--- src/rtl/demux_1to2_stream.sv ---
// rtl/demux_1to2_stream.sv - buffered 1-to-2 stream demultiplexer with per-channel output FIFOs
// Each beat is steered by in_sel into its own FIFO; channels back-pressure independently.
module demux_1to2_stream #(
    parameter int WIDTH = 8,
    parameter int DEPTH = 4,
    parameter int CW    = 3
) (
    input  logic             clk,
    input  logic             rst,
    input  logic             in_valid,
    output logic             in_ready,
    input  logic [WIDTH-1:0] in_data,
    input  logic             in_sel,
    output logic             y0_valid,
    input  logic             y0_ready,
    output logic [WIDTH-1:0] y0_data,
    output logic [CW-1:0]    y0_count,
    output logic             y1_valid,
    input  logic             y1_ready,
    output logic [WIDTH-1:0] y1_data,
    output logic [CW-1:0]    y1_count
);

    localparam int AW = (DEPTH > 1) ? $clog2(DEPTH) : 1;

    logic [1:0]       full;
    logic [1:0]       vld;
    logic [1:0]       rdy;
    logic [WIDTH-1:0] head [2];
    logic [CW-1:0]    cnt  [2];

    assign rdy = {y1_ready, y0_ready};

    // Only the registered full flags gate the input, so no combinational path from y*_ready.
    assign in_ready = ~full[in_sel];

    for (genvar c = 0; c < 2; c++) begin : g_ch
        localparam logic SEL = (c != 0);

        logic             push;
        logic             pop;
        logic [AW-1:0]    wr_ptr;
        logic [AW-1:0]    rd_ptr;
        logic [CW-1:0]    count;
        logic [WIDTH-1:0] mem [DEPTH];

        assign push    = in_valid & in_ready & (in_sel == SEL);
        assign pop     = vld[c] & rdy[c];
        assign vld[c]  = (count != '0);
        assign full[c] = (count == CW'(DEPTH));
        assign cnt[c]  = count;
        // Head is forced to zero when empty so stale storage never shows after reset.
        assign head[c] = vld[c] ? mem[rd_ptr] : '0;

        always_ff @(posedge clk or posedge rst) begin
            if (rst) begin
                wr_ptr <= '0;
                rd_ptr <= '0;
                count  <= '0;
            end else begin
                if (push) wr_ptr <= wr_ptr + 1'b1;
                if (pop)  rd_ptr <= rd_ptr + 1'b1;
                count <= count + CW'(push) - CW'(pop);
            end
        end

        always_ff @(posedge clk) begin
            if (push) mem[wr_ptr] <= in_data;
        end
    end

    assign y0_valid = vld[0];
    assign y0_data  = head[0];
    assign y0_count = cnt[0];
    assign y1_valid = vld[1];
    assign y1_data  = head[1];
    assign y1_count = cnt[1];

endmodule

--- config.mk ---
export PLATFORM = sky130hd
export DESIGN_NAME = demux_1to2_stream
export DESIGN_NICKNAME = d
export VERILOG_FILES = /design/src/rtl/demux_1to2_stream.sv
export SDC_FILE = /design/constraint.sdc
export NUM_CORES = 1
export LEC_CHECK = 0
export ABC_AREA = 1
export ABC_CLOCK_PERIOD_IN_PS = 4300
export CAP_MARGIN = 20
export CORE_UTILIZATION = 55
export CTS_CLUSTER_DIAMETER = 120
export DETAILED_ROUTE_END_ITERATION = 10
export GPL_ROUTABILITY_DRIVEN = 0
export HOLD_SLACK_MARGIN = 0.15
export PLACE_DENSITY = 0.78
export SYNTH_ARGS = -nofsm -noshare
export SYNTH_HDL_FRONTEND = slang
export SYNTH_SLANG_ARGS = --single-unit
--- constraint.sdc ---
create_clock -name clk -period 4.3 [get_ports clk]
set_clock_uncertainty 0.1 [all_clocks]
set_input_delay 0.86 -clock clk [delete_from_list [all_inputs] [get_ports clk]]
set_output_delay 0.86 -clock clk [all_outputs]
set_load 0.02 [all_outputs]
== Yosys cells after proc, flatten, opt, wreduce, memory -nomap -nowiden ==
Memories as Yosys holds them, arrays and structs flattened.
Index checks and enable logic that the tools add are counted.
Word-level totals
  register bits: 14
  bits in latches: 0
  memory bits (writable): 64
  ROM bits: 0
  bits of input ports: 14
  logic and storage cells: 36
  memories: 2
Memories
  g_ch[0].mem: depth 4, width 8, rd ports 1, clocked after Yosys merged registers in 0, write ports 1, line 45  | logic [WIDTH-1:0] mem [DEPTH];
  g_ch[1].mem: depth 4, width 8, rd ports 1, clocked after Yosys merged registers in 0, write ports 1, line 45
Cells by class
  add/subtract/negate cells: 8
  multiply operators: 0
  divide/modulo/power cells: 0
  order comparisons: 1
  equality and inequality tests: 2
  shifts and indexed selects: 0
  mux-type cells: 8
  bitwise operators: 7
  reduce and logical (&&, ||, !) cells: 2
Operator list (number)
  two-way mux 8 bit: 2
  adder 2 x 1 -> 2 bit, second input constant: 4
  adder 3 x 1 -> 3 bit: 2
  equality test 3 bit, second input constant: 2
  two-way mux 1 bit: 6
  nonzero test 3 bit: 2
  subtractor 3 x 1 -> 3 bit: 2
  bitwise AND 1 bit: 5
  less-than comparator 1 x 2 -> 1 bit, second input constant: 1
  NOT 1 bit: 2

== Logic depth before layout (Yosys ltp) ==
Gate-level depths: netlist of run 1.
  depth after elaboration: 8
  depth in mapped cells: 10
  depth with buffers taken out: 10

== Worst setup path after synthesis of run 1 ==
OpenSTA, ideal clock, no wires.
  path kind: input port to flip-flop
  start point: input port in_sel
  end point: register g_ch[0].count[2] (netlist: y0_count[2])
  data arrival time: 2259 ps
  required time: 4071 ps
  path slack: 1812 ps
  stages on the path: 9
  path through: inv_2 > nor2_4 > nand2_2 > nand4_2 > ha_1 > inv_1 > ha_1 > fa_1 > xor2_1
Between the ends
  longest elaborated chain between the ends: 7
Ends and longest elaborated chain
  from (decl): line 13  | input logic in_sel,
  two-way mux 1 bit (implied by the code) (2 in a row): line 35  | assign in_ready = ~full[in_sel];
  NOT 1 bit: line 35
  bitwise AND 1 bit: line 47  | assign push = in_valid & in_ready & (in_sel == SEL);
  bitwise AND 1 bit *: line 47
  adder 3 x 1 -> 3 bit *: line 63  | count <= count + CW'(push) - CW'(pop);
  subtractor 3 x 1 -> 3 bit *: line 63
  to (signal assigned): line 63
  to (decl): line 44  | logic [CW-1:0] count;
Mark *: on every way between the ends. The rest lies on a longest branch, timed or not. The select of a mux whose other input is x is not followed.
A chain may end at the register's enable or synchronous reset.

== Worst setup path in the final report of run 1 ==
  start point: input port in_sel
  end point: output port in_ready
Between the ends
  longest elaborated chain between the ends: 3
Ends and longest elaborated chain
  two-way mux 1 bit (implied by the code) (2 in a row): line 35
  NOT 1 bit: line 35
  to (decl): line 11  | output logic in_ready,
Every way passes these cells. The select of a mux whose other input is x is not followed.

==> results_dict.tcl, run 1 <==
set metrics [dict create \
    rows 28 \
    synth_area_um2 3384 \
    ys_top_cells_by_area "edfxtp_1 57%, dfrtp_1 10%, nor2_1 9.3%" \
    max_freq_mhz 299.9 \
    synth_most_common_cell "nor2_1" \
    core_um2 5921 \
    die_area_um2 6471 \
    rsz0062_at_grt "false" \
    dr.pass1.iters 4 \
    dpl.hpwl_um 4045 \
    p_int_mw 1.852 \
    initial_core_util 0.5716 \
    hold_buffers 0 \
    grt-ovfl-total 0 \
    ant_nets 0 \
    power_mw 2.933 \
    clockPowerShare 0.210 \
    setup_viol 0 \
    drcViolationCount 0 \
    fin_setup_tns_ns 0 \
    r2r_end "y0_count[2]" \
    clk_pin_slew_ns 0.08 \
    design_area_um2 4018 \
    grt_pass1_vias 2001 \
    timing.final.crit_period_ns 3.334 \
    layout-drive-gt1-share 0.07396 \
    syn_to_final_growth_pct 18.71 \
    synth_top_area_cell "edfxtp_1" \
    fin_cells 413 \
    startpoint "in_sel" \
    syn-num-nets 321 \
    synthCells 293 \
    crit_type "in2out" \
    cts_max_level 3 \
    diodes 0 \
    ios 39 \
    post_cts_resized 0 \
    status "finished, final reports clean" \
    start_kind "input pin" \
    die_y_um 80.45 \
    n_fill_cell 421 \
    grt_pass1_wl_um 9397 \
    fin_nets 362 \
    clk_latency_ns 0.34 \
    grt_antenna_before_repair 0 \
    slew_headroom 0.4637 \
    worstHoldStart "y0_count[0]" \
    fp.dieW_um 80.45 \
    synth_cell_type_count 22 \
    io_buffers 38 \
    synth-seq-cells 78 \
    post_cts_buffers 0 \
    hold_depth 1 \
    r2r_slack_ns 2.10 \
    initialDrtViolationCount 84 \
    cp_slowest_cell "clkdlybuf4s50_1" \
    p_sw_frac 0.3683 \
    tightest_slew_ns 0.8014 \
    routed_via_density 5.155 \
    avgSynthCellArea_um2 11.55 \
    yosys-top-cells-count "84 x nor2_1, 64 x edfxtp_1, 32 x o21ai_0" \
    wl_per_cell_um 14.66 \
    endpoint_kind "primary output" \
    worstPathArrival_ns 2.37 \
    dp.cells 398 \
    cts_tree "built" \
    hp-class "reg2reg" \
    dpl_cell_area_um2 3791 \
    powerDensity_nw_per_um2 729.9 \
    reg2reg_from "y0_count[2]" \
    synth-seq-area-share 0.6713 \
    seqPwrFrac 0.379 \
    cts_sinks 78 \
    hold_end "y0_count[0]" \
    yosys_warnings 0 \
    p_leak_nw 1.565 \
    rr_worst_depth 9 \
    wirelength_um 6054 \
    crit_required_ns 3.34 \
    yosysTopAreaCellShare 0.5678 \
    numCtsBuffers 9 \
    synthFlopType "edfxtp_1" \
    p_switching_mw 1.080 \
    drv_slew 0 \
    drv_cap 0 \
    fin_crit_sh 0.7754 \
    cp_cell_sequence "clkdlybuf4s50_1 -> inv_2 -> nor2_4 -> nand2_2 -> nand2_2 -> inv_1 -> clkdlybuf4s50_1" \
    final_hold_viol_count 0 \
    cpPeakStageDelay_ns 0.59 \
    cts_buffer_depth 2 \
    grt_usage 0.2065 \
    synth-edff-count 64 \
    p_comb_frac 0.411 \
    peakVddDrop_v 0.0004292 \
    cp_max_fo 5 \
    synthArstFlopShare 0.1795 \
    clockRootBuffer "clkbuf_8" \
    route.vias.total 2129 \
    grt_max_degree 19 \
]
flip-flops by register name, summed over array words and instances, names as in the netlist:
register     cells
g_ch.rd_ptr      4
y0_count         3
g_ch.mem        64
g_ch.wr_ptr      4
y1_count         3
area by class of cell:
| cell class | instances | area [µm²] | area share |
|---|---|---|---|
| Sequential cell | 78 | 2272 | 0.5656 |
| Multi-Input combinational cell | 174 | 918.4 | 0.2286 |
| Timing Repair Buffer | 38 | 380.4 | 0.09467 |
| Clock buffer | 10 | 127.6 | 0.03177 |
| Inverter | 33 | 126.4 | 0.03145 |
| Clock inverter | 5 | 98.84 | 0.02460 |
| Tap cell | 75 | 93.84 | 0.02336 |
cells by family after synthesis:
group           after synthesis  synth area share
buf+inv                      41           0.05730
simple gates                107            0.1312
flops                        78            0.6713
fa+ha+maj                    14           0.05619
compound gates               48           0.07098
xor+xnor                      5           0.01294
critical path: cells and delay by family:
kind / cells / cell delay (ns)
buf+inv: 4 / 1.31
simple gates: 3 / 0.21
power by group through the flow:
stage	Sequential (mW)	Clock, mW	Combinational [mW]
finish	1.11	0.616	1.20
global route	1.14	0.651	1.33
CTS	1.11	0.625	1.22
detailed placement	1.13	0	1.21
global placement	1.12	0	1.18
floorplan	1.07	0	0.812
layout by cell type (no fill, tap or decap), drive strengths merged:
cell           count
nand3              4
fa                 2
edfxtp            64
xnor2              2
nor2              86
o21ai             32
a21oi             16
inv               33
ha                12
nand4              2
clkdlybuf4s50     38
clkinv             2
clkbuf            10
bufinv             3
dfrtp             14
nand2             15
xor2               3
per-layer routing:
| metal | part of all wire | vias to the layer above | track usage |
|---|---|---|---|
| met5 | 0 | - | 0 |
| met4 | 0.0041 | 0 | 0.07500 |
| met3 | 0.037 | 2 | 0.04773 |
| met2 | 0.54 | 48 | 0.3669 |
| met1 | 0.42 | 1024 | 0.2426 |
| li1 | - | 1055 | - |
worst max path at each step:
| stage | endpoint | depth (start not counted) |
|---|---|---|
| 2_1_floorplan | y0_count[2] | 9 |
| 3_3_place_gp | in_ready | 7 |
| 3_5_place_dp | in_ready | 7 |
| 4_1_cts | in_ready | 7 |
| 5_1_grt | in_ready | 7 |
| 6_report | in_ready | 7 |
per-stage QoR:
stage | setup slack, ns | utilization | hold WS (ns)
2_1_floorplan | 1.812 | - | 0.3995
6_report | 0.9658 | 0.6786 | 0.4482
3_5_place_dp | 0.9788 | 0.6403 | 0.4316
4_1_cts | 0.9745 | 0.6786 | 0.4486
5_1_grt | 0.8941 | 0.6786 | 0.4642
3_3_place_gp | 1.008 | 0.6403 | 0.4275
No activity file was read; power rests on OpenSTA's default activity.
==> inputs of run 2 (changes only) <==
- ABC_CLOCK_PERIOD_IN_PS: 4300 -> 3000
- CORE_UTILIZATION: 55 -> 50
- PLACE_DENSITY: 0.78 -> 0.75
- clock period: 4.3 -> 3 ns (I/O delays scaled with it)
==> run 2 against run 1 <==
The flow now finishes with violations (DRC). Critical path type is now reg2out. Register-to-register slack lost 1.2 ns. Sequential cell count is the same. Via count grew 1.5%. Global-route usage shrank 1.4 points. Sequential power grew 41%. Cell count grew 3.9%. Largest power group unchanged. Largest cell class unchanged. Combinational power grew 52%. First-iteration DRC count grew 99%.
==> results_dict.tcl, run 2 (synthesized netlist as in run 1, its figures left out) <==
set metrics [dict create \
    setup_viol 0 \
    clk_latency_ns 0.33 \
    power_mw 4.031 \
    peakVddDrop_v 0.0005914 \
    initialDrtViolationCount 167 \
    drcViolationCount 4 \
    die_y_um 84.28 \
    crit_type "reg2out" \
    ant_nets 0 \
    endpoint_kind "primary output" \
    cp_max_fo 18 \
    drv_slew 0 \
    dpl.hpwl_um 4179 \
    fp.dieW_um 84.28 \
    drv_cap 0 \
    grt_pass1_vias 2040 \
    fin_nets 375 \
    violations "DRC" \
    mostFrequentLayoutCell "nor2_1" \
    largest_register "g_ch.mem" \
    clockRootBuffer "clkbuf_8" \
    r2r_slack_ns 0.87 \
    startpoint "g_ch[0].rd_ptr[0]" \
    cp_slowest_cell "clkdlybuf4s50_1" \
    rows 29 \
    grt-ovfl-total 0 \
    io_buffers 38 \
    r2r_end "y0_count[2]" \
    layout_common_cells "84 x nor2_1, 64 x edfxtp_1, 38 x clkdlybuf4s50_1" \
    pre_cts_slack_ns 0.1824 \
    path_delay_family "buffers and inverters" \
    setup_ws_ns 0.1720 \
    crit_required_ns 2.30 \
    dr.pass1.iters 7 \
    largest_reg_flops 64 \
    n_fill_cell 525 \
    post_cts_buffers 0 \
    multi_input_area_um2 918.4 \
    syn_to_final_growth_pct 19.85 \
    cpPeakStageDelay_ns 0.63 \
    wl_per_cell_um 14.38 \
    clockPowerShare 0.162 \
    reg2reg_from "y0_count[1]" \
    p_leak_nw 1.601 \
    slew_headroom 0.6247 \
    diodes 0 \
    max_freq_mhz 353.6 \
    final_hold_viol_count 0 \
    rr_worst_depth 9 \
    powerDensity_nw_per_um2 993.8 \
    cts_tree "built" \
    holdWs_ns 0.4460 \
    hold_buffers 0 \
    ios 39 \
    worstPathArrival_ns 2.13 \
    cts_max_level 3 \
    wirelength_um 6171 \
    grt_max_degree 19 \
    fin_crit_sh 0.9427 \
    p_int_mw 2.480 \
    critPathCapture "y0_data[3]" \
    worst-path-stages 4 \
    initial_core_util 0.5240 \
    design_area_um2 4056 \
    start_kind "flip-flop" \
    grt_pass1_wl_um 10170 \
    core_um2 6459 \
    tightest_slew_ns 0.5623 \
    die_area_um2 7102 \
    dpl_cell_area_um2 3891 \
    cts_buffer_depth 2 \
    cts_sinks 78 \
    cp_cell_sequence "inv_2 -> o21ai_0 -> a21oi_1 -> clkdlybuf4s50_1" \
    top_regs "g_ch.mem x64, g_ch.rd_ptr x4, g_ch.wr_ptr x4" \
    p_sw_frac 0.3848 \
    timing.final.crit_period_ns 2.828 \
    status "finished with violations" \
    p_switching_mw 1.551 \
    clk_pin_slew_ns 0.07 \
    p_comb_frac 0.452 \
    hp-class "reg2reg" \
    route.vias.total 2161 \
    path_buf_inv 2 \
    seqPwrFrac 0.386 \
    regArea_um2 2275 \
    numCtsBuffers 9 \
    grt_antenna_before_repair 0 \
    grt_usage 0.1921 \
    routed_via_density 5.037 \
    layout-drive-gt1-share 0.1108 \
]
-- run 2: cell types whose count changed in the layout (fill, tap and decap cells not counted) --
cell / delta
buf_4: +13
clkbuf_8: +1
clkinv_1: -1
dfrtp_2: +2
clkinv_2: +1
bufinv_16: -3
clkbuf_1: +3
dfrtp_1: -2
-- run 2: power groups by stage --
| stage | clock network (mW) | logic, mW | registers [mW] |
|---|---|---|---|
| 2_1_floorplan | 0 | 1.16 | 1.53 |
| 3_3_place_gp | 0 | 1.79 | 1.57 |
| 3_5_place_dp | 0 | 1.84 | 1.57 |
| 4_1_cts | 0.669 | 1.84 | 1.55 |
| 5_1_grt | 0.725 | 2.02 | 1.58 |
| 6_report | 0.655 | 1.82 | 1.56 |
-- run 2: how the worst min path moves through the flow --
stage,from,to,slack (ns),cells after the start
after floorplan,rst,g_ch[0].rd_ptr[0],0.39,1
after global placement,g_ch[0].wr_ptr[1],g_ch[0].wr_ptr[1],0.43,2
after detailed placement,y0_count[0],y0_count[0],0.42,1
after CTS,g_ch[1].wr_ptr[0],g_ch[1].wr_ptr[0],0.45,2
after global routing,y0_count[0],y0_count[0],0.46,1
final,y0_count[0],y0_count[0],0.45,1
-- run 2: worst reg2reg max path: cells and delay by family, from the launching register on --
| kind | cells | cell delay [ns] |
|---|---|---|
| xor gates and xnor gates | 1 | 0.17 |
| buffers and inverters | 2 | 0.10 |
| DFF | 1 | 0.42 |
| and+or+nand+nor | 3 | 0.40 |
| adders and majority gates | 3 | 0.82 |
-- run 2: timing repair --
action                                 4_1_cts  5_1_grt
endpoints found under the hold margin        0        0
setup endpoints to repair                    0       16
gates resized for setup                      0        2
-- run 2: cell type report --
class	instances	area share
inverters	33	0.03115
repair buffers	51	0.1178
well taps	77	0.02375
flip-flops and latches	78	0.5608
clock inverters	2	0.002468
multi-input cells	174	0.2264
clock buffers	14	0.03763
-- run 2: per-layer routing --
metal,track usage,up-vias,part of all wire
met5,0,-,0
met4,0.07680,0,0.017
met3,0.06096,10,0.042
met2,0.3018,49,0.49
met1,0.2503,1018,0.45
li1,-,1084,-
-- run 2: metrics by stage --
step | instances | utilization | TNS, ns
floorplan | 293 | - | 0
global placement | 413 | 0.6025 | 0
detailed placement | 413 | 0.6025 | 0
CTS | 429 | 0.6277 | 0
global route | 429 | 0.6281 | -0.002832
finish | 429 | 0.6281 | 0
